--- config.mk ---
export PLATFORM = sky130hd
export DESIGN_NAME = rx_frame_assembler_flat
export DESIGN_NICKNAME = d
export VERILOG_FILES = /design/src/rtl/rx_frame_assembler_if.sv /design/src/rtl/rx_frame_assembler.sv /design/src/flat_wrapper.sv
export SDC_FILE = /design/constraint.sdc
export NUM_CORES = 1
export LEC_CHECK = 0
export ABC_AREA = 1
export CORE_UTILIZATION = 35
export DETAILED_ROUTE_END_ITERATION = 12
export SYNTH_ARGS = -nofsm -noshare
export SYNTH_HDL_FRONTEND = slang
export SYNTH_SLANG_ARGS = --single-unit
--- constraint.sdc ---
create_clock -name clk -period 3.3 [get_ports clk]
set_input_delay 0.825 -clock clk [delete_from_list [all_inputs] [get_ports clk]]
set_output_delay 0.825 -clock clk [all_outputs]
set_load 0.01 [all_outputs]
--- src/rtl/rx_frame_assembler_if.sv ---
`default_nettype none
// ============================================================================
// Module      : rx_frame_assembler_if
// Description : Byte-stream input and frame handshake bundle for the assembler.
// Revision    : 1.0 - initial release
// ============================================================================
interface rx_frame_assembler_if #(
   parameter int NUM_OPERANDS  = 2,
   parameter int OPERAND_BYTES = 2
);
   localparam int c_w = 8 * OPERAND_BYTES;

   logic                        rx_ready;
   logic [7:0]                  rx_data;
   logic                        frame_ready;
   logic [NUM_OPERANDS*c_w-1:0] operands;
   logic [7:0]                  cmd;
   logic                        frame_valid;
   logic                        busy;
   logic                        timeout_err;
   logic                        overrun_err;

   // master: the assembler itself; slave: the UART receiver / frame consumer side
   modport master (
      input  rx_ready, rx_data, frame_ready,
      output operands, cmd, frame_valid, busy, timeout_err, overrun_err
   );

   modport slave (
      output rx_ready, rx_data, frame_ready,
      input  operands, cmd, frame_valid, busy, timeout_err, overrun_err
   );
endinterface
`default_nettype wire

--- src/rtl/rx_frame_assembler.sv ---
`default_nettype none
// ============================================================================
// Module      : rx_frame_assembler
// Description : Assembles operand bytes plus a command byte into one frame.
// Revision    : 1.0 - initial release
// ============================================================================
module rx_frame_assembler #(
   parameter int NUM_OPERANDS   = 2,
   parameter int OPERAND_BYTES  = 2,
   parameter int TIMEOUT_CYCLES = 1000000
) (
   input  wire logic             clk,
   input  wire logic             reset,
   rx_frame_assembler_if.master  bus
);
   localparam int c_w         = 8 * OPERAND_BYTES;
   localparam int c_op_bits   = NUM_OPERANDS * c_w;
   localparam int c_frame_len = NUM_OPERANDS * OPERAND_BYTES + 1;
   localparam int c_b_w       = $clog2(c_frame_len);
   localparam int c_idle_w    = (TIMEOUT_CYCLES > 0) ? $clog2(TIMEOUT_CYCLES + 1) : 1;
   localparam bit c_timeout_en = (TIMEOUT_CYCLES != 0);
   localparam logic [c_b_w-1:0]    c_last    = c_b_w'(c_frame_len - 1);
   localparam logic [c_idle_w-1:0] c_timeout = c_idle_w'(TIMEOUT_CYCLES);

   typedef enum logic [0:0] {
      S_COLLECT = 1'b0,
      S_HOLD    = 1'b1
   } state_t;

   state_t               state_q,    state_d;
   logic [c_b_w-1:0]     b_q,        b_d;
   logic [c_idle_w-1:0]  idle_q,     idle_d;
   logic [c_op_bits-1:0] operands_q, operands_d;
   logic [7:0]           cmd_q,      cmd_d;
   logic                 timeout_q,  timeout_d;
   logic                 overrun_q,  overrun_d;
   logic [c_idle_w-1:0]  w_idle_inc;

   assign w_idle_inc = idle_q + 1'b1;

   always_comb begin
      state_d    = state_q;
      b_d        = b_q;
      idle_d     = idle_q;
      operands_d = operands_q;
      cmd_d      = cmd_q;
      timeout_d  = 1'b0;
      overrun_d  = 1'b0;

      unique case (state_q)
         S_COLLECT: begin
            if (bus.rx_ready) begin
               idle_d = '0;
               if (b_q == c_last) begin
                  cmd_d   = bus.rx_data;
                  state_d = S_HOLD;
               end else begin
                  // Byte b lands at bit b*8: operand b/OPERAND_BYTES, lane b%OPERAND_BYTES
                  for (int i = 0; i < c_frame_len - 1; i++) begin
                     if (b_q == c_b_w'(i)) begin
                        operands_d[i*8 +: 8] = bus.rx_data;
                     end
                  end
                  b_d = b_q + 1'b1;
               end
            end else if (c_timeout_en && (b_q != '0)) begin
               if (w_idle_inc == c_timeout) begin
                  b_d       = '0;
                  idle_d    = '0;
                  timeout_d = 1'b1;
               end else begin
                  idle_d = w_idle_inc;
               end
            end
         end
         S_HOLD: begin
            idle_d = '0;
            if (bus.frame_ready) begin
               state_d = S_COLLECT;
               b_d     = '0;
               // A byte arriving with the accept starts the next frame
               if (bus.rx_ready) begin
                  operands_d[7:0] = bus.rx_data;
                  b_d             = c_b_w'(1);
               end
            end else if (bus.rx_ready) begin
               overrun_d = 1'b1;
            end
         end
         default: state_d = S_COLLECT;
      endcase
   end

   always_ff @(posedge clk or negedge reset) begin
      if (!reset) begin
         state_q    <= S_COLLECT;
         b_q        <= '0;
         idle_q     <= '0;
         operands_q <= '0;
         cmd_q      <= '0;
         timeout_q  <= 1'b0;
         overrun_q  <= 1'b0;
      end else begin
         state_q    <= state_d;
         b_q        <= b_d;
         idle_q     <= idle_d;
         operands_q <= operands_d;
         cmd_q      <= cmd_d;
         timeout_q  <= timeout_d;
         overrun_q  <= overrun_d;
      end
   end

   assign bus.operands    = operands_q;
   assign bus.cmd         = cmd_q;
   assign bus.frame_valid = (state_q == S_HOLD);
   assign bus.busy        = (state_q == S_HOLD) || (b_q != '0);
   assign bus.timeout_err = timeout_q;
   assign bus.overrun_err = overrun_q;
endmodule
`default_nettype wire
--- src/flat_wrapper.sv ---
// flat-port wrapper written by rule: the top's interface ports become plain ports
module rx_frame_assembler_flat 
#(
   parameter int NUM_OPERANDS   = 2,
   parameter int OPERAND_BYTES  = 2,
   parameter int TIMEOUT_CYCLES = 1000000
)
  (clk, reset, bus_rx_ready, bus_rx_data, bus_frame_ready, bus_operands, bus_cmd, bus_frame_valid, bus_busy, bus_timeout_err, bus_overrun_err);
  rx_frame_assembler_if #(.NUM_OPERANDS(NUM_OPERANDS), .OPERAND_BYTES(OPERAND_BYTES)) bus_i ();
  input  wire logic clk;
  input  wire logic reset;
  input wire logic [$bits(bus_i.rx_ready)-1:0] bus_rx_ready;
  input wire logic [$bits(bus_i.rx_data)-1:0] bus_rx_data;
  input wire logic [$bits(bus_i.frame_ready)-1:0] bus_frame_ready;
  output wire logic [$bits(bus_i.operands)-1:0] bus_operands;
  output wire logic [$bits(bus_i.cmd)-1:0] bus_cmd;
  output wire logic [$bits(bus_i.frame_valid)-1:0] bus_frame_valid;
  output wire logic [$bits(bus_i.busy)-1:0] bus_busy;
  output wire logic [$bits(bus_i.timeout_err)-1:0] bus_timeout_err;
  output wire logic [$bits(bus_i.overrun_err)-1:0] bus_overrun_err;
  assign bus_i.rx_ready = bus_rx_ready;
  assign bus_i.rx_data = bus_rx_data;
  assign bus_i.frame_ready = bus_frame_ready;
  assign bus_operands = bus_i.operands;
  assign bus_cmd = bus_i.cmd;
  assign bus_frame_valid = bus_i.frame_valid;
  assign bus_busy = bus_i.busy;
  assign bus_timeout_err = bus_i.timeout_err;
  assign bus_overrun_err = bus_i.overrun_err;
  rx_frame_assembler #(.NUM_OPERANDS(NUM_OPERANDS), .OPERAND_BYTES(OPERAND_BYTES), .TIMEOUT_CYCLES(TIMEOUT_CYCLES)) u_core (.clk(clk), .reset(reset), .bus(bus_i));
endmodule
==> results.yml, run 1 <==
grt:
  antenna_found_initial: 0
  grt_pass1_wl_um: 13500
  gr-usage-met2: 0.281
  grt_start_max_net_pins: 43
  grt_pass1_vias: 2714
  top_usage_layer: "met2"
  use_met1: 0.228
  use_met3: 0.0712
  grtUsageTotal: 0.181
  grt_overflow_total: 0
sta:
  finalCritPeriodShare: 0.816
  max_freq_ghz: 0.371
  relSlewSlack: 0.546
  rsz0062_at_grt: "false"
  finalSetupTns_ps: 0
  drv_slew: 0
  layout_setup_ws_ps: 606
  final_hold_viol_count: 0
  finClkSkew_ps: 9.27
  worst_slew_pin_slew_ps: 681
  fin_crit_ps: 2690
  setup_viol: 0
clock_tree:
  clk_pin_slew_ps: 80
  post_cts.repair.setup_buffers: 0
  cts_made_buffers: 9
  cts_root_buf: "clkbuf_8"
  clk-insertion-delay-late_ps: 350
  postCtsHoldBufs: 0
  htree_num_levels: 3
  cts_tree: "built"
  clock_sinks: 66
  post_cts_resized: 0
  clockBufferDepth: 2
run:
  drv_cap: 0
worst_hold_path:
  hold_path_class: "reg -> reg"
critical_path:
  crit_chain: "inv_1, ha_1, nand2_1, inv_1, nand2_1, clkdlybuf4s50_1"
  worst_ep_required_time_ps: 2470
  slowest_stage: "clkdlybuf4s50_1"
  crit_fanout: 5
  path_buf_inv: 3
  path_class: "reg -> out"
  crit_arrival_ps: 1870
  critPathCaptureType: "output port"
  startpoint_type: "flip-flop"
  cpPeakStageDelay_ps: 540
  critical-path-top-delay-family: "buffers and inverters"
layout:
  finalNetCount: 471
  n_antenna_cell: 0
  design_area_um2: 4080
  fillers: 854
  drive_above_1_share: 0.0678
  syn_to_final_growth_pct: 28.1
power_and_ir_drop:
  power.internal_uw: 2080
  vdd_drop_max_mv: 0.406
  clkPwrFrac: 0.242
  power.total_uw: 3190
  seq_power_share: 0.388
  p_leak_uw: 0.00181
  power_frac_comb: 0.370
  netSwitchingPower_uw: 1110
  powerDensity_nw_per_um2: 782
  p_sw_frac: 0.348
synthesis:
  ys_seq_elements: 66
  syn_area_um2: 3180
  yosysWarnings: 0
  synth_cell_types: 26
  ys_seq_area_frac: 0.519
  syn_nets: 412
  synthCells: 393
  avgSynthCellArea_um2: 8.10
place:
  globalplace.congestion: 0.784
  dp_hpwl_um: 5620
  placement.cell_area_um2: 3850
  pre_cts_slack_ps: 518
  portBuffers: 55
detailed_routing:
  dr.pass1.iters: 4
  drtAntennaViolNets: 0
  drt_iter0_drc: 162
  post_drt_via_cell_ratio: 4.83
  vias: 2728
  drc_errors: 0
  drt-total-wl_um: 7870
  drt-wirelength-per-cell_um: 13.9
floorplanning:
  die_area_um2: 9480
  die_h_um: 97.4
  die_w_um: 97.4
  io-pin-count: 56
  core_area_um2: 8760
  start_util: 0.363
  num_rows: 34
run_status:
  outcome: "finished, final reports clean"
-- cells in the mapped netlist, drive strengths merged --
master	count	area share
a21oi	2	0.0031
buf	2	0.0059
clkbuf	9	0.011
clkinv	1	0.0012
dfrtp	66	0.52
ha	7	0.028
inv	42	0.050
nand2	131	0.16
nand3	28	0.044
nand3b	1	0.0024
nand4	3	0.0059
nor2	31	0.044
nor3	4	0.0079
o21ai	44	0.069
o21bai	1	0.0024
o22ai	15	0.029
o41ai	2	0.0055
xor2	4	0.013
-- state kept, by name, indices dropped and copies added, names as in the netlist --
name,cells
u_core.bus.overrun_err,1
u_core.b_q,3
u_core.bus.operands,32
u_core.idle_q,20
u_core.bus.timeout_err,1
u_core.bus.cmd,8
u_core.bus.frame_valid,1
-- cells by family (layout without fill, tap and decap cells) --
group	count (synthesis)	after routing	share of synthesized area
DFF	66	66	0.519
xor gates and xnor gates	4	4	0.0134
and+or+nand+nor	198	198	0.264
buffers and inverters	54	118	0.0672
AOI/OAI and AO/OA	64	64	0.110
adders and majority gates	7	7	0.0275
-- placed cells by master, fill, tap and decap left out, drive strengths merged --
cell type | synthesis | routed
o21ai | 44 | 44
inv | 42 | 44
o41ai | 2 | 2
bufinv | 0 | 2
clkinv | 1 | 1
clkinvlp | 0 | 3
clkbuf | 9 | 9
nor3 | 4 | 4
buf | 2 | 5
ha | 7 | 7
xor2 | 4 | 4
nand3 | 28 | 28
a21oi | 2 | 2
dfrtp | 66 | 66
o22ai | 15 | 15
clkdlybuf4s50 | 0 | 54
nor2 | 31 | 31
o21bai | 1 | 1
nand4 | 3 | 3
nand2 | 131 | 131
nand3b | 1 | 1
-- layer usage --
metal / vias to the layer above / wire length [um] / part of all wire
met2: 58 / 3570 / 0.45
li1: 1387 / - / -
met5: - / 0 / 0
met1: 1275 / 3620 / 0.46
met3: 8 / 579 / 0.074
met4: 0 / 96 / 0.012
-- metrics by stage --
stage	util	hold slack, ps	std cells
after global placement	0.440	465	549
after global routing	0.465	516	565
after detailed placement	0.440	473	549
final	0.465	488	565
after floorplan	-	464	393
after CTS	0.465	492	565
-- area by class of cell --
| type | count | area [um2] | share of cell area |
|---|---|---|---|
| clock buffer | 9 | 124 | 0.0304 |
| clock inverter | 7 | 100 | 0.0245 |
| inverter | 43 | 161 | 0.0396 |
| multi-input combinational | 273 | 1320 | 0.323 |
| sequential | 66 | 1650 | 0.405 |
| tap | 108 | 135 | 0.0331 |
| timing repair buffer | 59 | 588 | 0.144 |
-- tightest hold or removal path, stage by stage, from the launching register on --
cell,delay [ps]
dfrtp_1,350
nand2_1,50
o21ai_0,60
-- power groups by stage --
stage                     Clock [uW]  Combinational, uW  Sequential (uW)
final                            771               1180             1240
after global placement             0               1170             1240
after global routing             826               1310             1270
after detailed placement           0               1190             1240
after floorplan                    0                424             1340
after CTS                        796               1200             1240
-- final timing paths --
| path | slack, ps | to | depth (start not counted) | start |
|---|---|---|---|---|
| max reg2reg | 890 | u_core.b_q[0] | 13 | u_core.idle_q[1] |
| min | 490 | u_core.bus.operands[23] | 2 | u_core.bus.operands[23] |
| max in group asynchronous | 2130 | u_core.bus.operands[16] | 2 | reset |
| min in group asynchronous | 510 | u_core.bus.overrun_err | 1 | reset |
| min reg2reg | 490 | u_core.bus.operands[23] | 2 | u_core.bus.operands[23] |
| max | 610 | bus_busy | 6 | u_core.b_q[0] |
No activity file was read; power rests on OpenSTA's default activity.
==> run 2, diff against run 1 <==
==> constraint.sdc (replaced) <==
create_clock -name clk -period 2.75 [get_ports clk]
set_input_delay 0.6875 -clock clk [delete_from_list [all_inputs] [get_ports clk]]
set_output_delay 0.6875 -clock clk [all_outputs]
set_load 0.01 [all_outputs]
==> results.yml, run 2 (synthesis gave the netlist of run 1 again) <==
place:
  portBuffers: 55
  placed_cells: 551
  dp_hpwl_um: 5630
  globalplace.congestion: 0.808
critical_path:
  critPathCaptureType: "output port"
  rrSetupSlack_ps: 470
  crit_chain: "inv_1, ha_1, nand2_1, inv_1, nand2_1, clkdlybuf4s50_1"
  slowest_stage: "clkdlybuf4s50_1"
  path_class: "reg -> out"
  crit_path_start: "u_core.b_q[0]"
  crit_end: "bus_busy"
  reg2reg_to: "u_core.idle_q[18]"
  startpoint_type: "flip-flop"
  cpPeakStageDelay_ps: 550
  crit_arrival_ps: 1890
  r2r_cells: 13
  crit_fanout: 5
  r2r_start: "u_core.idle_q[1]"
  worst_ep_required_time_ps: 2060
run_status:
  outcome: "finished, final reports clean"
layout:
  drive_above_1_share: 0.0719
  seqCellArea_um2: 1650
  final_common_cell: "nand2_1"
  fillers: 873
  most-common-layout-cells: "127 x nand2_1, 66 x dfrtp_1, 54 x clkdlybuf4s50_1"
  multiInputGateArea_um2: 1320
  finalNonFillerCells: 567
  n_antenna_cell: 0
  finalNetCount: 473
  largest_reg_flops: 32
  syn_to_final_growth_pct: 27.7
floorplanning:
  die_area_um2: 9480
  io-pin-count: 56
  start_util: 0.363
  die_w_um: 97.4
  die_h_um: 97.4
  num_rows: 34
  core_area_um2: 8760
power_and_ir_drop:
  power.internal_uw: 2430
  clkPwrFrac: 0.232
  p_leak_uw: 0.00181
  netSwitchingPower_uw: 1340
  power_frac_comb: 0.370
  p_sw_frac: 0.355
  vdd_drop_max_mv: 0.484
  powerDensity_nw_per_um2: 926
  seq_power_share: 0.398
clock_tree:
  cts_made_buffers: 9
  htree_num_levels: 3
  clockBufferDepth: 2
  clk-insertion-delay-late_ps: 340
  post_cts_resized: 0
  postCtsHoldBufs: 0
  cts_root_buf: "clkbuf_8"
  clk_pin_slew_ps: 80
  cts_tree: "built"
  post_cts.repair.setup_buffers: 0
  clock_sinks: 66
detailed_routing:
  drc_errors: 0
  drtAntennaViolNets: 0
  drt-total-wl_um: 7820
  vias: 2729
  drt_iter0_drc: 113
  dr.pass1.iters: 4
  post_drt_via_cell_ratio: 4.81
  drt-wirelength-per-cell_um: 13.8
sta:
  rsz0062_at_grt: "false"
  fin_crit_ps: 2580
  setup_viol: 0
  finClkSkew_ps: 8.02
  finalCritPeriodShare: 0.937
  finalSetupTns_ps: 0
  relSlewSlack: 0.621
  worst_slew_pin_slew_ps: 567
  final_hold_viol_count: 0
  drv_slew: 0
  max_freq_ghz: 0.388
grt:
  grt_pass1_wl_um: 13300
  grt_overflow_total: 0
  grtUsageTotal: 0.176
  antenna_found_initial: 0
  grt_pass1_vias: 2700
  grt_start_max_net_pins: 36
worst_hold_path:
  hold_path_class: "in -> async"
run:
  drv_cap: 0
## run 2: power by group through the flow
stage | sequential, uW | combinational (uW) | clock, uW
floorplan | 1600 | 509 | 0
global placement | 1500 | 1390 | 0
detailed placement | 1500 | 1410 | 0
CTS | 1500 | 1420 | 898
global route | 1540 | 1550 | 934
finish | 1500 | 1390 | 874
## run 2: routing by layer
metal / GRT usage / vias to the layer above / wire length [um]
li1: - / 1388 / -
met1: 0.227 / 1274 / 3700
met2: 0.280 / 60 / 3510
met3: 0.0662 / 7 / 523
met4: 0.0441 / 0 / 85
met5: 0 / - / 0
## run 2: how the worst min path moves through the flow
stage / from / endpoint / depth (start not counted) / slack, ps
2_1_floorplan: reset / u_core.b_q[0] / 0 / 390
3_3_place_gp: u_core.bus.operands[10] / u_core.bus.operands[10] / 2 / 470
6_report: reset / u_core.bus.frame_valid / 2 / 370
3_5_place_dp: u_core.bus.cmd[7] / u_core.bus.cmd[7] / 2 / 470
5_1_grt: reset / u_core.bus.cmd[5] / 2 / 400
4_1_cts: reset / u_core.bus.frame_valid / 2 / 370
## run 2: worst max-delay path: cells and delay by family, from the launching register on
kind / cells / cell delay [ps]
AND/OR/NAND/NOR: 2 / 180
adder cells (fa/ha/maj): 1 / 210
buffers and inverters: 3 / 690
flip-flops: 1 / 450
## run 2: stage by stage
| step | utilization | hold WS (ps) | area (um2) | total power [uW] | setup WS, ps |
|---|---|---|---|---|---|
| final | 0.464 | 369 | 4070 | 3770 | 173 |
| after global routing | 0.464 | 398 | 4070 | 4020 | 37.8 |
| after CTS | 0.464 | 367 | 4070 | 3810 | 152 |
| after detailed placement | 0.440 | 473 | 3860 | 2910 | 209 |
| after global placement | 0.440 | 467 | 3860 | 2890 | 309 |
| after floorplan | - | 392 | 3180 | 2110 | 864 |
## run 2: final cells by class
| class | count | area share |
|---|---|---|
| multi-input cells | 273 | 0.324 |
| well taps | 108 | 0.0332 |
| clock buffers | 10 | 0.0338 |
| flip-flops and latches | 66 | 0.406 |
| inverters | 43 | 0.0397 |
| clock inverters | 6 | 0.0178 |
| repair buffers | 61 | 0.145 |
==> run 3, diff against run 2 <==
--- a/config.mk
+++ b/config.mk
@@ -8,6 +8,7 @@
 export ABC_AREA = 1
 export CORE_UTILIZATION = 35
 export DETAILED_ROUTE_END_ITERATION = 12
+export SKIP_LAST_GASP = 1
 export SYNTH_ARGS = -nofsm -noshare
 export SYNTH_HDL_FRONTEND = slang
 export SYNTH_SLANG_ARGS = --single-unit
==> results of run 3 <==
Same layout as run 2: the final DEF is identical, and so are final timing and power.
==> edit, RTL diff (config.mk and constraints of run 2) <==
`operands_q` no longer has a reset.
--- a/src/rtl/rx_frame_assembler.sv
+++ b/src/rtl/rx_frame_assembler.sv
@@ -98,3 +98,2 @@
          idle_q     <= '0;
-         operands_q <= '0;
          cmd_q      <= '0;
@@ -106,3 +105,2 @@
          idle_q     <= idle_d;
-         operands_q <= operands_d;
          cmd_q      <= cmd_d;
@@ -111,2 +109,6 @@
       end
+   end
+
+   always_ff @(posedge clk) begin
+      operands_q <= operands_d;
    end
Check against the original RTL: not equivalent (Yosys sat finds a counterexample within 4 cycles, from zero or initial values and one cycle with reset low).
==> edit against run 2 <==
  * Sequential power decreased by 13%
  * Non-clock buffer count increased by 2
  * Worst setup slack improved by 0.022 ns
  * Cell area decreased by 1.7%
  * Sequential cell count unchanged
  * Wire length decreased by 18%
  * Worst hold slack improved by 0.089 ns
  * Area after synthesis decreased by 3.2%
  * Clock skew increased by 0.0015 ns
  * Total power decreased by 21%
==> edit: results (changes against run 2) <==
<table>
<tr><th>Metric</th><th>Value</th></tr>
<tr><th colspan="2">Place</th></tr>
<tr><td>Placement Setup Slack</td><td>0.315 ns (was 0.209 ns)</td></tr>
<tr><td>Weighted congestion at the end of routability-driven global placement</td><td>0.866 (was 0.808)</td></tr>
<tr><td>Placed insts</td><td>485 (was 551)</td></tr>
<tr><th colspan="2">Global routing</th></tr>
<tr><td>Total global routing track utilization</td><td>15.3% (was 17.6%)</td></tr>
<tr><td>First-pass GRT wire length</td><td>10.5 mm (was 13.3 mm)</td></tr>
<tr><td>Largest net degree at the start of global routing</td><td>35 (was 36)</td></tr>
<tr><th colspan="2">Timing</th></tr>
<tr><td>Worst-case hold slack</td><td>0.457 ns (was 0.369 ns)</td></tr>
<tr><td>Worst Tran Pin Value</td><td>0.886 ns (was 0.567 ns)</td></tr>
<tr><th colspan="2">Pwr</th></tr>
<tr><td>Total leakage power</td><td>1.61 nW (was 1.81 nW)</td></tr>
<tr><td>Switching component of the power</td><td>0.000886 W (was 0.00134 W)</td></tr>
<tr><td>Worst IR drop on VDD</td><td>314 µV (was 484 µV)</td></tr>
<tr><th colspan="2">Synthesis</th></tr>
<tr><td>Share of synthesized flip-flops with an asynchronous set or reset</td><td>51.5% (was 100%)</td></tr>
<tr><td>Share of the yosys chip area belonging to registers</td><td>58.8% (was 51.9%)</td></tr>
<tr><td>Count of cell types in the netlist</td><td>30 (was 26)</td></tr>
<tr><td>Leading post-synthesis cells by instance count</td><td>sky130_fd_sc_hd__nand2_1 (101), sky130_fd_sc_hd__dfrtp_1 (34), sky130_fd_sc_hd__edfxtp_1 (32), sky130_fd_sc_hd__inv_1 (32), sky130_fd_sc_hd__nor2_1 (31) (was sky130_fd_sc_hd__nand2_1 (127), sky130_fd_sc_hd__dfrtp_1 (66), sky130_fd_sc_hd__inv_1 (42), sky130_fd_sc_hd__o21ai_0 (42), sky130_fd_sc_hd__nand3_1 (28))</td></tr>
<tr><td>Mean post-synth cell area</td><td>9.57 µm² (was 8.10 µm²)</td></tr>
<tr><td>Number of enable flip-flop cells after synthesis</td><td>32 (was 0)</td></tr>
<tr><td>Post-Synthesis Net Count</td><td>341 (was 412)</td></tr>
<tr><th colspan="2">Layout</th></tr>
<tr><td>Layout cells sized above 1</td><td>11.4% (was 7.19%)</td></tr>
<tr><td>Final Net Count</td><td>410 (was 473)</td></tr>
<tr><td>Layout overhead on the synthesized area</td><td>29.7% (was 27.7%)</td></tr>
<tr><th colspan="2">Drt</th></tr>
<tr><td>Final wirelength</td><td>6.41 mm (was 7.82 mm)</td></tr>
<tr><td>Via-to-Cell Ratio</td><td>4.67 (was 4.81)</td></tr>
<tr><td>Routed via count</td><td>2339 (was 2729)</td></tr>
<tr><th colspan="2">Status</th></tr>
<tr><td>Result of the run</td><td>completed (unchanged)</td></tr>
<tr><th colspan="2">Setup path</th></tr>
<tr><td>Launching point of the worst reg2reg path</td><td>u_core.idle_q[0]$_DFFE_PN0P_ (was u_core.idle_q[1]$_DFFE_PN0P_)</td></tr>
</table>
-- edit: how the worst max path moves through the flow --
stage	depth (start not counted)	slack, ns	end
2_1_floorplan	7	0.82	u_core.idle_q[18]$_DFFE_PN0P_
3_3_place_gp	13	0.34	u_core.b_q[1]$_DFFE_PN0P_
3_5_place_dp	13	0.31	u_core.b_q[0]$_DFFE_PN0P_
4_1_cts	6	0.14	bus_busy
5_1_grt	12	0.04	u_core.b_q[2]$_DFFE_PN0P_
6_report	6	0.19	bus_busy
-- edit: area by class of cell --
class	count	share of cell area, %
flip-flops and latches	66	45.3
multi-input cells	217	27.8
repair buffers	63	15.1
well taps	105	3.29
clock buffers	10	3.19
inverters	34	3.19
clock inverters	6	2.03
-- edit: kinds of logic after synthesis --
family                     count (synthesis)  share of synthesized area, %
xor gates and xnor gates                   5                          1.66
adders and majority gates                  7                          2.84
buffers and inverters                     39                          5.12
AOI/OAI and AO/OA                         24                          5.03
and+or+nand+nor                          181                          26.6
DFF                                       66                          58.8
-- edit: routing by layer --
metal | GRT usage, % | wire length, µm | vias up
met4 | 6.47 | 76 | 0
met3 | 3.95 | 424 | 6
met1 | 19.4 | 2940 | 1069
li1 | - | - | 1196
met2 | 24.9 | 2970 | 68
met5 | 0 | 0 | -
-- edit: power groups by stage --
stage	Combinational, W	Clock [W]	Sequential (W)
floorplan	0.000326	0	0.00138
global placement	0.000818	0	0.00132
detailed placement	0.000828	0	0.00132
CTS	0.000830	0.000886	0.00130
global route	0.000908	0.000931	0.00132
finish	0.000813	0.000863	0.00130
-- edit: worst max-delay path: cells and delay by family, from the launching register on --
kind                       cells  cell delay (ns)
buffers and inverters          3             0.70
DFF                            1             0.42
and+or+nand+nor                2             0.21
adders and majority gates      1             0.21
